`src/rtl/fetch_unit_if.sv`:
```
// Fetch-stage bus bundle: instruction RAM port, redirect request and decode handshake.
// The fetch unit takes the master side.
interface fetch_unit_if;
    logic        imem_en;
    logic [29:0] imem_addr;
    logic [31:0] imem_data;
    logic        redirect_valid;
    logic [31:0] redirect_pc;
    logic        id_valid;
    logic        id_ready;
    logic [31:0] id_instr;
    logic [31:0] id_pc;
    logic        halted;

    modport master (
        output imem_en, imem_addr, id_valid, id_instr, id_pc, halted,
        input  imem_data, redirect_valid, redirect_pc, id_ready
    );

    modport slave (
        input  imem_en, imem_addr, id_valid, id_instr, id_pc, halted,
        output imem_data, redirect_valid, redirect_pc, id_ready
    );
endinterface

```
`src/rtl/fetch_unit.sv`:
```
// Instruction fetch stage: owns the PC, fetches from a 1-cycle synchronous RAM, buffers
// words in a small FIFO for decode, and handles epoch-tagged redirects and halt.
module fetch_unit #(
    parameter logic [31:0] RESET_PC  = 32'h0000_0000,
    parameter int unsigned DEPTH     = 2,
    parameter logic [31:0] HALT_WORD = 32'hFFFF_FFFF
) (
    input  logic         clk,
    input  logic         rst,
    fetch_unit_if.master bus
);
    localparam int unsigned PTR_W = (DEPTH > 1) ? $clog2(DEPTH) : 1;
    localparam int unsigned CNT_W = $clog2(DEPTH + 1);
    localparam int unsigned OCC_W = CNT_W + 1;

    logic [31:0]      pc_q, pc_d;
    logic             epoch_q, epoch_d;
    logic             infl_q, infl_d;
    logic [31:0]      infl_pc_q, infl_pc_d;
    logic             infl_epoch_q, infl_epoch_d;
    logic             halt_pend_q, halt_pend_d;
    logic             halted_q, halted_d;
    logic [CNT_W-1:0] cnt_q, cnt_d;
    logic [PTR_W-1:0] rd_q, rd_d;
    logic [PTR_W-1:0] wr_q, wr_d;
    logic             id_valid_q, id_valid_d;
    logic [31:0]      id_instr_q, id_instr_d;
    logic [31:0]      id_pc_q, id_pc_d;
    logic [31:0]      mem_instr_q [DEPTH];
    logic [31:0]      mem_pc_q    [DEPTH];

    logic             redir_c, pop_c, halt_pop_c, flush_c, push_c, issue_c;
    logic [OCC_W-1:0] occ_c;
    logic [CNT_W-1:0] left_c;
    logic [PTR_W-1:0] rd_pop_c;

    function automatic logic [PTR_W-1:0] ptr_inc(input logic [PTR_W-1:0] p);
        return (p == PTR_W'(DEPTH - 1)) ? '0 : p + PTR_W'(1);
    endfunction

    // Credit rule: buffered + in-flight never exceeds DEPTH, counting this cycle's pop.
    assign redir_c    = bus.redirect_valid && !halted_q;
    assign pop_c      = id_valid_q && bus.id_ready;
    assign halt_pop_c = pop_c && (id_instr_q == HALT_WORD);
    assign flush_c    = redir_c || halt_pop_c;
    assign push_c     = infl_q && (infl_epoch_q == epoch_q) && !flush_c;
    assign occ_c      = OCC_W'(cnt_q) + OCC_W'(infl_q);
    assign issue_c    = !rst && !halt_pend_q && !halted_q && !redir_c &&
                        ((occ_c < OCC_W'(DEPTH)) || ((occ_c == OCC_W'(DEPTH)) && pop_c));
    assign left_c     = cnt_q - CNT_W'(pop_c);
    assign rd_pop_c   = pop_c ? ptr_inc(rd_q) : rd_q;

    assign bus.imem_en   = issue_c;
    assign bus.imem_addr = pc_q[31:2];
    assign bus.id_valid  = id_valid_q;
    assign bus.id_instr  = id_instr_q;
    assign bus.id_pc     = id_pc_q;
    assign bus.halted    = halted_q;

    always_comb begin
        pc_d         = pc_q;
        epoch_d      = epoch_q;
        infl_d       = issue_c;
        infl_pc_d    = pc_q;
        infl_epoch_d = epoch_q;
        halt_pend_d  = halt_pend_q;
        halted_d     = halted_q || halt_pop_c;
        cnt_d        = cnt_q;
        rd_d         = rd_q;
        wr_d         = wr_q;
        id_valid_d   = id_valid_q;
        id_instr_d   = id_instr_q;
        id_pc_d      = id_pc_q;

        if (redir_c) begin
            pc_d        = bus.redirect_pc & ~32'd3;
            epoch_d     = ~epoch_q;
            halt_pend_d = 1'b0;
        end else if (issue_c) begin
            pc_d = pc_q + 32'd4;
        end

        if (flush_c) begin
            cnt_d      = '0;
            rd_d       = '0;
            wr_d       = '0;
            id_valid_d = 1'b0;
        end else begin
            cnt_d      = left_c + CNT_W'(push_c);
            rd_d       = rd_pop_c;
            wr_d       = push_c ? ptr_inc(wr_q) : wr_q;
            id_valid_d = (cnt_d != '0);
            // Head presented next cycle: surviving entry, else the word arriving now.
            if (left_c != '0) begin
                id_instr_d = mem_instr_q[rd_pop_c];
                id_pc_d    = mem_pc_q[rd_pop_c];
            end else if (push_c) begin
                id_instr_d = bus.imem_data;
                id_pc_d    = infl_pc_q;
            end
            if (push_c && (bus.imem_data == HALT_WORD)) begin
                halt_pend_d = 1'b1;
            end
        end
    end

    always_ff @(posedge clk) begin
        if (rst) begin
            pc_q         <= RESET_PC;
            epoch_q      <= 1'b0;
            infl_q       <= 1'b0;
            infl_pc_q    <= 32'd0;
            infl_epoch_q <= 1'b0;
            halt_pend_q  <= 1'b0;
            halted_q     <= 1'b0;
            cnt_q        <= '0;
            rd_q         <= '0;
            wr_q         <= '0;
            id_valid_q   <= 1'b0;
            id_instr_q   <= 32'd0;
            id_pc_q      <= 32'd0;
        end else begin
            pc_q         <= pc_d;
            epoch_q      <= epoch_d;
            infl_q       <= infl_d;
            infl_pc_q    <= infl_pc_d;
            infl_epoch_q <= infl_epoch_d;
            halt_pend_q  <= halt_pend_d;
            halted_q     <= halted_d;
            cnt_q        <= cnt_d;
            rd_q         <= rd_d;
            wr_q         <= wr_d;
            id_valid_q   <= id_valid_d;
            id_instr_q   <= id_instr_d;
            id_pc_q      <= id_pc_d;
        end
    end

    // FIFO storage needs no reset: occupancy alone decides what is visible.
    always_ff @(posedge clk) begin
        if (push_c) begin
            mem_instr_q[wr_q] <= bus.imem_data;
            mem_pc_q[wr_q]    <= infl_pc_q;
        end
    end
endmodule

```
`src/flat_wrapper.sv`:
```
// flat-port wrapper written by rule: the top's interface ports become plain ports
module fetch_unit_flat 
#(
    parameter logic [31:0] RESET_PC  = 32'h0000_0000,
    parameter int unsigned DEPTH     = 2,
    parameter logic [31:0] HALT_WORD = 32'hFFFF_FFFF
)
  (clk, rst, bus_imem_en, bus_imem_addr, bus_id_valid, bus_id_instr, bus_id_pc, bus_halted, bus_imem_data, bus_redirect_valid, bus_redirect_pc, bus_id_ready);
  fetch_unit_if bus_i ();
  input  logic clk;
  input  logic rst;
  output wire logic [$bits(bus_i.imem_en)-1:0] bus_imem_en;
  output wire logic [$bits(bus_i.imem_addr)-1:0] bus_imem_addr;
  output wire logic [$bits(bus_i.id_valid)-1:0] bus_id_valid;
  output wire logic [$bits(bus_i.id_instr)-1:0] bus_id_instr;
  output wire logic [$bits(bus_i.id_pc)-1:0] bus_id_pc;
  output wire logic [$bits(bus_i.halted)-1:0] bus_halted;
  input wire logic [$bits(bus_i.imem_data)-1:0] bus_imem_data;
  input wire logic [$bits(bus_i.redirect_valid)-1:0] bus_redirect_valid;
  input wire logic [$bits(bus_i.redirect_pc)-1:0] bus_redirect_pc;
  input wire logic [$bits(bus_i.id_ready)-1:0] bus_id_ready;
  assign bus_imem_en = bus_i.imem_en;
  assign bus_imem_addr = bus_i.imem_addr;
  assign bus_id_valid = bus_i.id_valid;
  assign bus_id_instr = bus_i.id_instr;
  assign bus_id_pc = bus_i.id_pc;
  assign bus_halted = bus_i.halted;
  assign bus_i.imem_data = bus_imem_data;
  assign bus_i.redirect_valid = bus_redirect_valid;
  assign bus_i.redirect_pc = bus_redirect_pc;
  assign bus_i.id_ready = bus_id_ready;
  fetch_unit #(.RESET_PC(RESET_PC), .DEPTH(DEPTH), .HALT_WORD(HALT_WORD)) u_core (.clk(clk), .rst(rst), .bus(bus_i));
endmodule
```
`config.mk`:
```
export PLATFORM = sky130hd
export DESIGN_NAME = fetch_unit_flat
export DESIGN_NICKNAME = d
export VERILOG_FILES = /design/src/rtl/fetch_unit_if.sv /design/src/rtl/fetch_unit.sv /design/src/flat_wrapper.sv
export SDC_FILE = /design/constraint.sdc
export NUM_CORES = 1
export LEC_CHECK = 0
export CELL_PAD_IN_SITES_DETAIL_PLACEMENT = 1
export CELL_PAD_IN_SITES_GLOBAL_PLACEMENT = 2
export CORE_MARGIN = 2
export CORE_UTILIZATION = 37
export CTS_CLUSTER_SIZE = 30
export DETAILED_ROUTE_END_ITERATION = 8
export PLACE_DENSITY_LB_ADDON = 0.08
export SLEW_MARGIN = 20
export SYNTH_ARGS = -nofsm -noshare
export SYNTH_HDL_FRONTEND = slang
export SYNTH_SLANG_ARGS = --single-unit
export TNS_END_PERCENT = 10
```
`constraint.sdc`:
```
create_clock -name clk -period 17.75 [get_ports clk]
set_input_delay 1.775 -clock clk [delete_from_list [all_inputs] [get_ports clk]]
set_output_delay 1.775 -clock clk [all_outputs]
set_load 0.02 [all_outputs]
```
==> impl_metrics.json <==
{
  "ant_nets": 0,
  "grt_pass1_wl_mm": 51.9,
  "fin_crit_ps": 5910,
  "yosysWarnings": 0,
  "n_fill_cell": 3257,
  "yosysUniqueCellTypes": 53,
  "clkTransAtPathRegs_ps": 50,
  "nets": 1257,
  "layout-drive-gt1-share_pct": 5.39,
  "slowest_delay_ps": 740,
  "post-route-period-util_pct": 33.3,
  "status": "finished, final reports clean",
  "area_growth_pct": 24.4,
  "syn_area_mm2": 0.0111,
  "cts_tree": "yes",
  "synthCells": 1078,
  "ctsRootBufferMaster": "clkbuf_16",
  "synthXorXnorAreaFrac_pct": 1.03,
  "rsz0062_at_grt": "false",
  "synth_async_sr_flop_share_pct": 0,
  "slew_headroom_pct": 38.0,
  "post_cts_resized": 0,
  "finalPower_mw": 1.40,
  "worstMarginPinSlew_ps": 930,
  "postCtsSetupBuffers": 0,
  "hpwl_mm": 19.2,
  "grt_max_degree": 95,
  "grt_overflow": 0,
  "diodes": 0,
  "ys_seq_area_share_pct": 57.5,
  "max_freq_ghz": 0.169,
  "antenna_found_initial": 0,
  "gp_congestion": 0.763,
  "drc": 0,
  "wl_per_cell_um": 20.7,
  "rows": 63,
  "required_ps": 15970,
  "ys_ff_latch": 256,
  "cts_num_sinks": 256,
  "core_area_mm2": 0.0296,
  "die_x_um": 177,
  "hold_class": "register to register",
  "maxSlewViolCount": 0,
  "synth_top_family_by_area": "compound AO/OA/AOI/OAI gates",
  "dieArea_mm2": 0.0313,
  "io_pins": 165,
  "muxShareOfSynthArea_pct": 0,
  "portBuffers": 160,
  "cts.htree.levels": 1,
  "skew_ps": 18.3,
  "peakVddDrop_uv": 70.9,
  "drt_iter0_markers": 604,
  "crit_type": "primary input to output pin",
  "num_vias": 8889,
  "synth-simple-area-share_pct": 16.2,
  "crit_slowest_cell": "clkdlybuf4s50_1",
  "postSynthAreaPerCell_um2": 10.3,
  "power_leakage_nw": 4.57,
  "synth_compound_gate_area_share_pct": 20.3,
  "hold_violations": 0,
  "track_usage_pct": 20.8,
  "power.density_mw_per_mm2": 101,
  "crit_path_cell_trace": "clkdlybuf4s50_1 -> nand2_1 -> o21ai_0 -> nand2_1 -> clkinv_1 -> clkdlybuf4s50_1",
  "clockBufferDepth": 3,
  "die_h_um": 177,
  "critPathLaunchType": "primary input",
  "initial_core_util_pct": 37.5,
  "route.final.wire_length_mm": 33.0,
  "synth-edff-count": 124,
  "drtPass1Iterations": 5,
  "grt_pass1_vias": 9045,
  "arrival_ps": 4130,
  "hold_buffers": 0,
  "synthFlopType": "dfxtp_1",
  "viasPerCell": 5.57,
  "synthAdderAreaFrac_pct": 0.565,
  "max_cap_violations": 0,
  "setup_viol": 0,
  "setup_tns_ps": 0,
  "cts_buffers": 29,
  "clock_latency_ps": 550,
  "end_kind": "output pin",
  "worstPathMaxFanout": 18
}
-- registers in the layout, indices dropped and copies added, names as in the netlist --
signal,cells
u_core.infl_pc_q,30
u_core.bus.id_instr,32
u_core.halt_pend_q,1
u_core.rd_q,1
u_core.cnt_q,2
u_core.bus.id_valid,1
u_core.infl_pc_d,30
u_core.bus.id_pc,30
u_core.epoch_q,1
u_core.mem_pc_q,60
u_core.bus.halted,1
u_core.infl_q,1
u_core.mem_instr_q,64
u_core.infl_epoch_q,1
u_core.wr_q,1
-- final cells by class --
type                            count  area, µm²  share of cell area [%]
Tap cell                          390        488                    3.54
Clock inverter                      7       36.3                   0.263
Clock buffer                       45        816                    5.92
Timing Repair Buffer              174       1700                    12.4
Multi-Input combinational cell    700       4290                    31.1
Inverter                           23       86.3                   0.626
Sequential cell                   256       6370                    46.2
-- synth_stat cells (all sizes together), types with 22 or more instances --
cell / instances / area [µm²]
nand2: 29 / 109
a311o: 62 / 621
nor2: 105 / 394
nand4: 26 / 169
inv: 22 / 82.6
nor2b: 80 / 500
nand3: 72 / 360
o21ai: 140 / 701
dfxtp: 132 / 2640
clkbuf: 85 / 319
edfxtp: 124 / 3720
o31ai: 64 / 480
-- through the flow --
stage               area, µm²  utilization [%]  hold slack, ps  cells  setup slack, ps
finish                  13800             46.6             449   1595            11840
global route            13800             46.6             456   1595            11720
CTS                     13800             46.6             451   1595            11860
detailed placement      12900             43.8             438   1543            11880
global placement        12900             43.8             431   1543            11880
floorplan               11100                -             426   1079            10340
-- layer usage --
layer,vias to the layer above,routed length (µm),track usage (%)
li1,4239,-,-
met1,4393,16200,30.4
met2,220,14700,33.3
met3,37,1530,2.45
met4,0,507,4.17
met5,-,0,0
-- worst paths after layout --
| check | startpoint | end | slack (ps) | cells past startpoint |
|---|---|---|---|---|
| worst max-delay path | bus_id_ready | bus_imem_en | 11840 | 6 |
| worst min-delay path | u_core.infl_pc_q[21] | u_core.mem_pc_q[1][21] | 450 | 0 |
| worst max register to register | u_core.bus.id_valid | u_core.bus.id_pc[7] | 13900 | 9 |
| worst min register to register | u_core.infl_pc_q[21] | u_core.mem_pc_q[1][21] | 450 | 0 |
-- cell families (layout without fill, tap and decap cells) --
group                    after synthesis  after routing
adder cells (fa/ha/maj)                5              5
other                                  1              2
XOR/XNOR                              13             13
AND/OR/NAND/NOR                      351            351
buffers and inverters                123            249
flip-flops                           256            256
AO/OA/AOI/OAI                        329            329
-- power breakdown --
part           leakage (nW)  total (mW)  switching, mW  internal [mW]
clock                 0.418       0.544          0.231          0.313
combinational          1.94       0.188          0.112         0.0751
sequential             2.22       0.666         0.0210          0.645
-- cell usage in the layout (no fill, tap or decap), types with 5 or more instances in the layout --
cell,n
a21oi_1,17
a311o_1,62
buf_4,15
clkbuf_1,13
clkbuf_16,29
clkdlybuf4s50_1,159
dfxtp_1,132
edfxtp_1,124
ha_1,5
inv_1,22
nand2_1,28
nand3_1,72
nand4_1,25
nor2_1,104
nor2b_1,80
nor3_1,10
nor4_1,7
o21ai_0,140
o22ai_1,9
o2bb2ai_1,6
o31a_1,7
o31ai_1,64
xnor2_1,6
xor2_1,7
-- worst max-delay path: cells and delay by family --
kind | cells | cell delay, ps
buffers and inverters | 3 | 1680
AOI/OAI and AO/OA | 1 | 170
and+or+nand+nor | 2 | 490
No activity file was read; power rests on OpenSTA's default activity.
==> variant, RTL diff (config.mk and constraints unchanged) <==
`DEPTH` is set to 2 in 2 places; all go to 4.
--- a/src/rtl/fetch_unit.sv
+++ b/src/rtl/fetch_unit.sv
@@ -2,7 +2,7 @@
 // words in a small FIFO for decode, and handles epoch-tagged redirects and halt.
 module fetch_unit #(
     parameter logic [31:0] RESET_PC  = 32'h0000_0000,
-    parameter int unsigned DEPTH     = 2,
+    parameter int unsigned DEPTH     = 4,
     parameter logic [31:0] HALT_WORD = 32'hFFFF_FFFF
 ) (
     input  logic         clk,
--- a/src/flat_wrapper.sv
+++ b/src/flat_wrapper.sv
@@ -2,7 +2,7 @@
 module fetch_unit_flat 
 #(
     parameter logic [31:0] RESET_PC  = 32'h0000_0000,
-    parameter int unsigned DEPTH     = 2,
+    parameter int unsigned DEPTH     = 4,
     parameter logic [31:0] HALT_WORD = 32'hFFFF_FFFF
 )
   (clk, rst, bus_imem_en, bus_imem_addr, bus_id_valid, bus_id_instr, bus_id_pc, bus_halted, bus_imem_data, bus_redirect_valid, bus_redirect_pc, bus_id_ready);
Function: changed (a bounded check fails within 4 cycles, from zero or initial values and one cycle with rst high).
==> variant against the original RTL <==
- fmax is 1.8% higher
- design area up 44%
- power grew 49%
- cell count increased by 29%
- area after synthesis increased by 48%
- sequential cell count rose by 127
- setup slack better by 100 ps
- wire length up 47%
- register-to-register slack gained 200 ps
- count of clock-buffer cells in the layout is 18 higher
- clock skew decreased by 5.7 ps
- largest power group unchanged
- highest routed layer unchanged
==> variant: results (changes against the original RTL) <==
| Metric | Value |
|---|---|
| Reg-to-reg startpoint | u_core.bus.id_instr[31] |
| Worst Clk Skew | 12.64 ps (-5.674 ps) |
| Commonest cells post-synth | edfxtp_1 (248), nand2_1 (136), dfxtp_1 (135) |
| Synth top area cells | edfxtp_1 (45%), dfxtp_1 (16%), mux2_2 (4.3%), mux2i_1 (4.0%), a32o_1 (3.8%) |
| Number of global-route vias before repair | 11890 (+31%) |
| Tot GR Track Use | 21.03% (+0.23 points) |
| WHS Path Cells | 1 (+1) |
| Number of flops mapped to enable cells by yosys | 248 (+100%) |
| Leakage | 7.202 nW (+58%) |
| Initial antenna violation count | 1 (+1) |
| Hold Path Sink | u_core.bus.id_pc[7] |
| Detail-routed via count per cell | 5.462 (-2.0%) |
| CP max stage cell | nor4bb_1 |
| Largest register FFs | 128 (+100%) |
| CP max stage delay | 680 ps (-60 ps) |
| Min-delay src | u_core.bus.id_pc[7] |
| Number of fill cells | 4533 (+39%) |
| Internal power | 0.001592 W (+54%) |
| Share of cells above drive strength 1 | 11.13% (+5.7 points) |
| Status | finished, final reports clean |
| Layout net count | 1510 (+20%) |
| Final GP Congestion | 0.7390 (-3.1%) |
| WL/cell | 23.58 µm (+14%) |
| Worst R2R End | u_core.bus.id_instr[14] |
| Peak VDD IR | 0.05695 mV (-20%) |
| Worst-path maximum fanout | 5 (-13) |
| Seq/Total Area, Yosys | 61.90% (+4.4 points) |
| DP Wirelength | 28090 µm (+46%) |
| Iter 0 DRT Violations | 583 (-3.5%) |
| First-pass GRT wire length | 74150 µm (+43%) |
| Rel. slew slack | 29.43% (-8.6 points) |
| Yosys cell types | 44 (-17%) |
| Clock tree buffer depth | 3 (unchanged) |
| H-tree depth | 2 (+1) |
| Area after DPL | 18430 µm² (+42%) |
| Worst EP arrival | 4030 ps (-100 ps) |
## variant: cell families after synthesis
family	count (synthesis)	share of synthesized area, %
flops	383	61.90
mux	128	8.294
compound gates	256	11.48
fa+ha+maj	12	0.9156
simple gates	383	12.38
other cells	1	0.02287
buf+inv	109	3.205
xor+xnor	34	1.816
## variant: cell type report
type | count | area share [%]
Inverter | 10 | 0.1889
Clock buffer | 63 | 6.259
Timing Repair Buffer | 176 | 8.664
Clock inverter | 17 | 0.9382
Tap cell | 592 | 3.728
Sequential cell | 383 | 51.09
Multi-Input combinational cell | 815 | 29.14
## variant: how the worst max path moves through the flow
stage                       startpoint           to  slack [ps]  cells after the start
after floorplan                    rst  bus_imem_en       13230                      3
after global placement    bus_id_ready  bus_imem_en       11940                      4
after detailed placement  bus_id_ready  bus_imem_en       11920                      4
after global routing      bus_id_ready  bus_imem_en       11770                      4
after CTS                 bus_id_ready  bus_imem_en       11910                      4
final                     bus_id_ready  bus_imem_en       11950                      4
## variant: layer usage
metal,GRT usage [%],part of all wire (%),vias to the layer above,wire length (µm)
li1,-,-,5212,-
met1,29.19,48,5780,23280
met2,34.23,47,183,22570
met3,3.348,3.7,55,1786
met4,5.718,1.7,0,843
met5,0,0,-,0
## variant: power groups by stage
stage          clock network (W)  logic (W)  registers, W
2_1_floorplan                  0  0.0000856       0.00102
3_5_place_dp                   0   0.000186       0.00101
3_3_place_gp                   0   0.000184       0.00101
5_1_grt                 0.000961   0.000199      0.000999
6_report                0.000904   0.000184      0.000996
4_1_cts                 0.000927   0.000187      0.000996
## variant: through the flow
stage | cells | worst slack (ps) | hold slack, ps | utilization (%) | total power [W]
2_1_floorplan | 1307 | 13230 | 443.2 | - | 0.001109
4_1_cts | 2056 | 11910 | 469.1 | 45.11 | 0.002110
5_1_grt | 2056 | 11770 | 492.4 | 45.13 | 0.002159
3_3_place_gp | 1976 | 11940 | 452.0 | 41.86 | 0.001197
6_report | 2056 | 11950 | 461.8 | 45.13 | 0.002083
3_5_place_dp | 1976 | 11920 | 456.9 | 41.86 | 0.001201
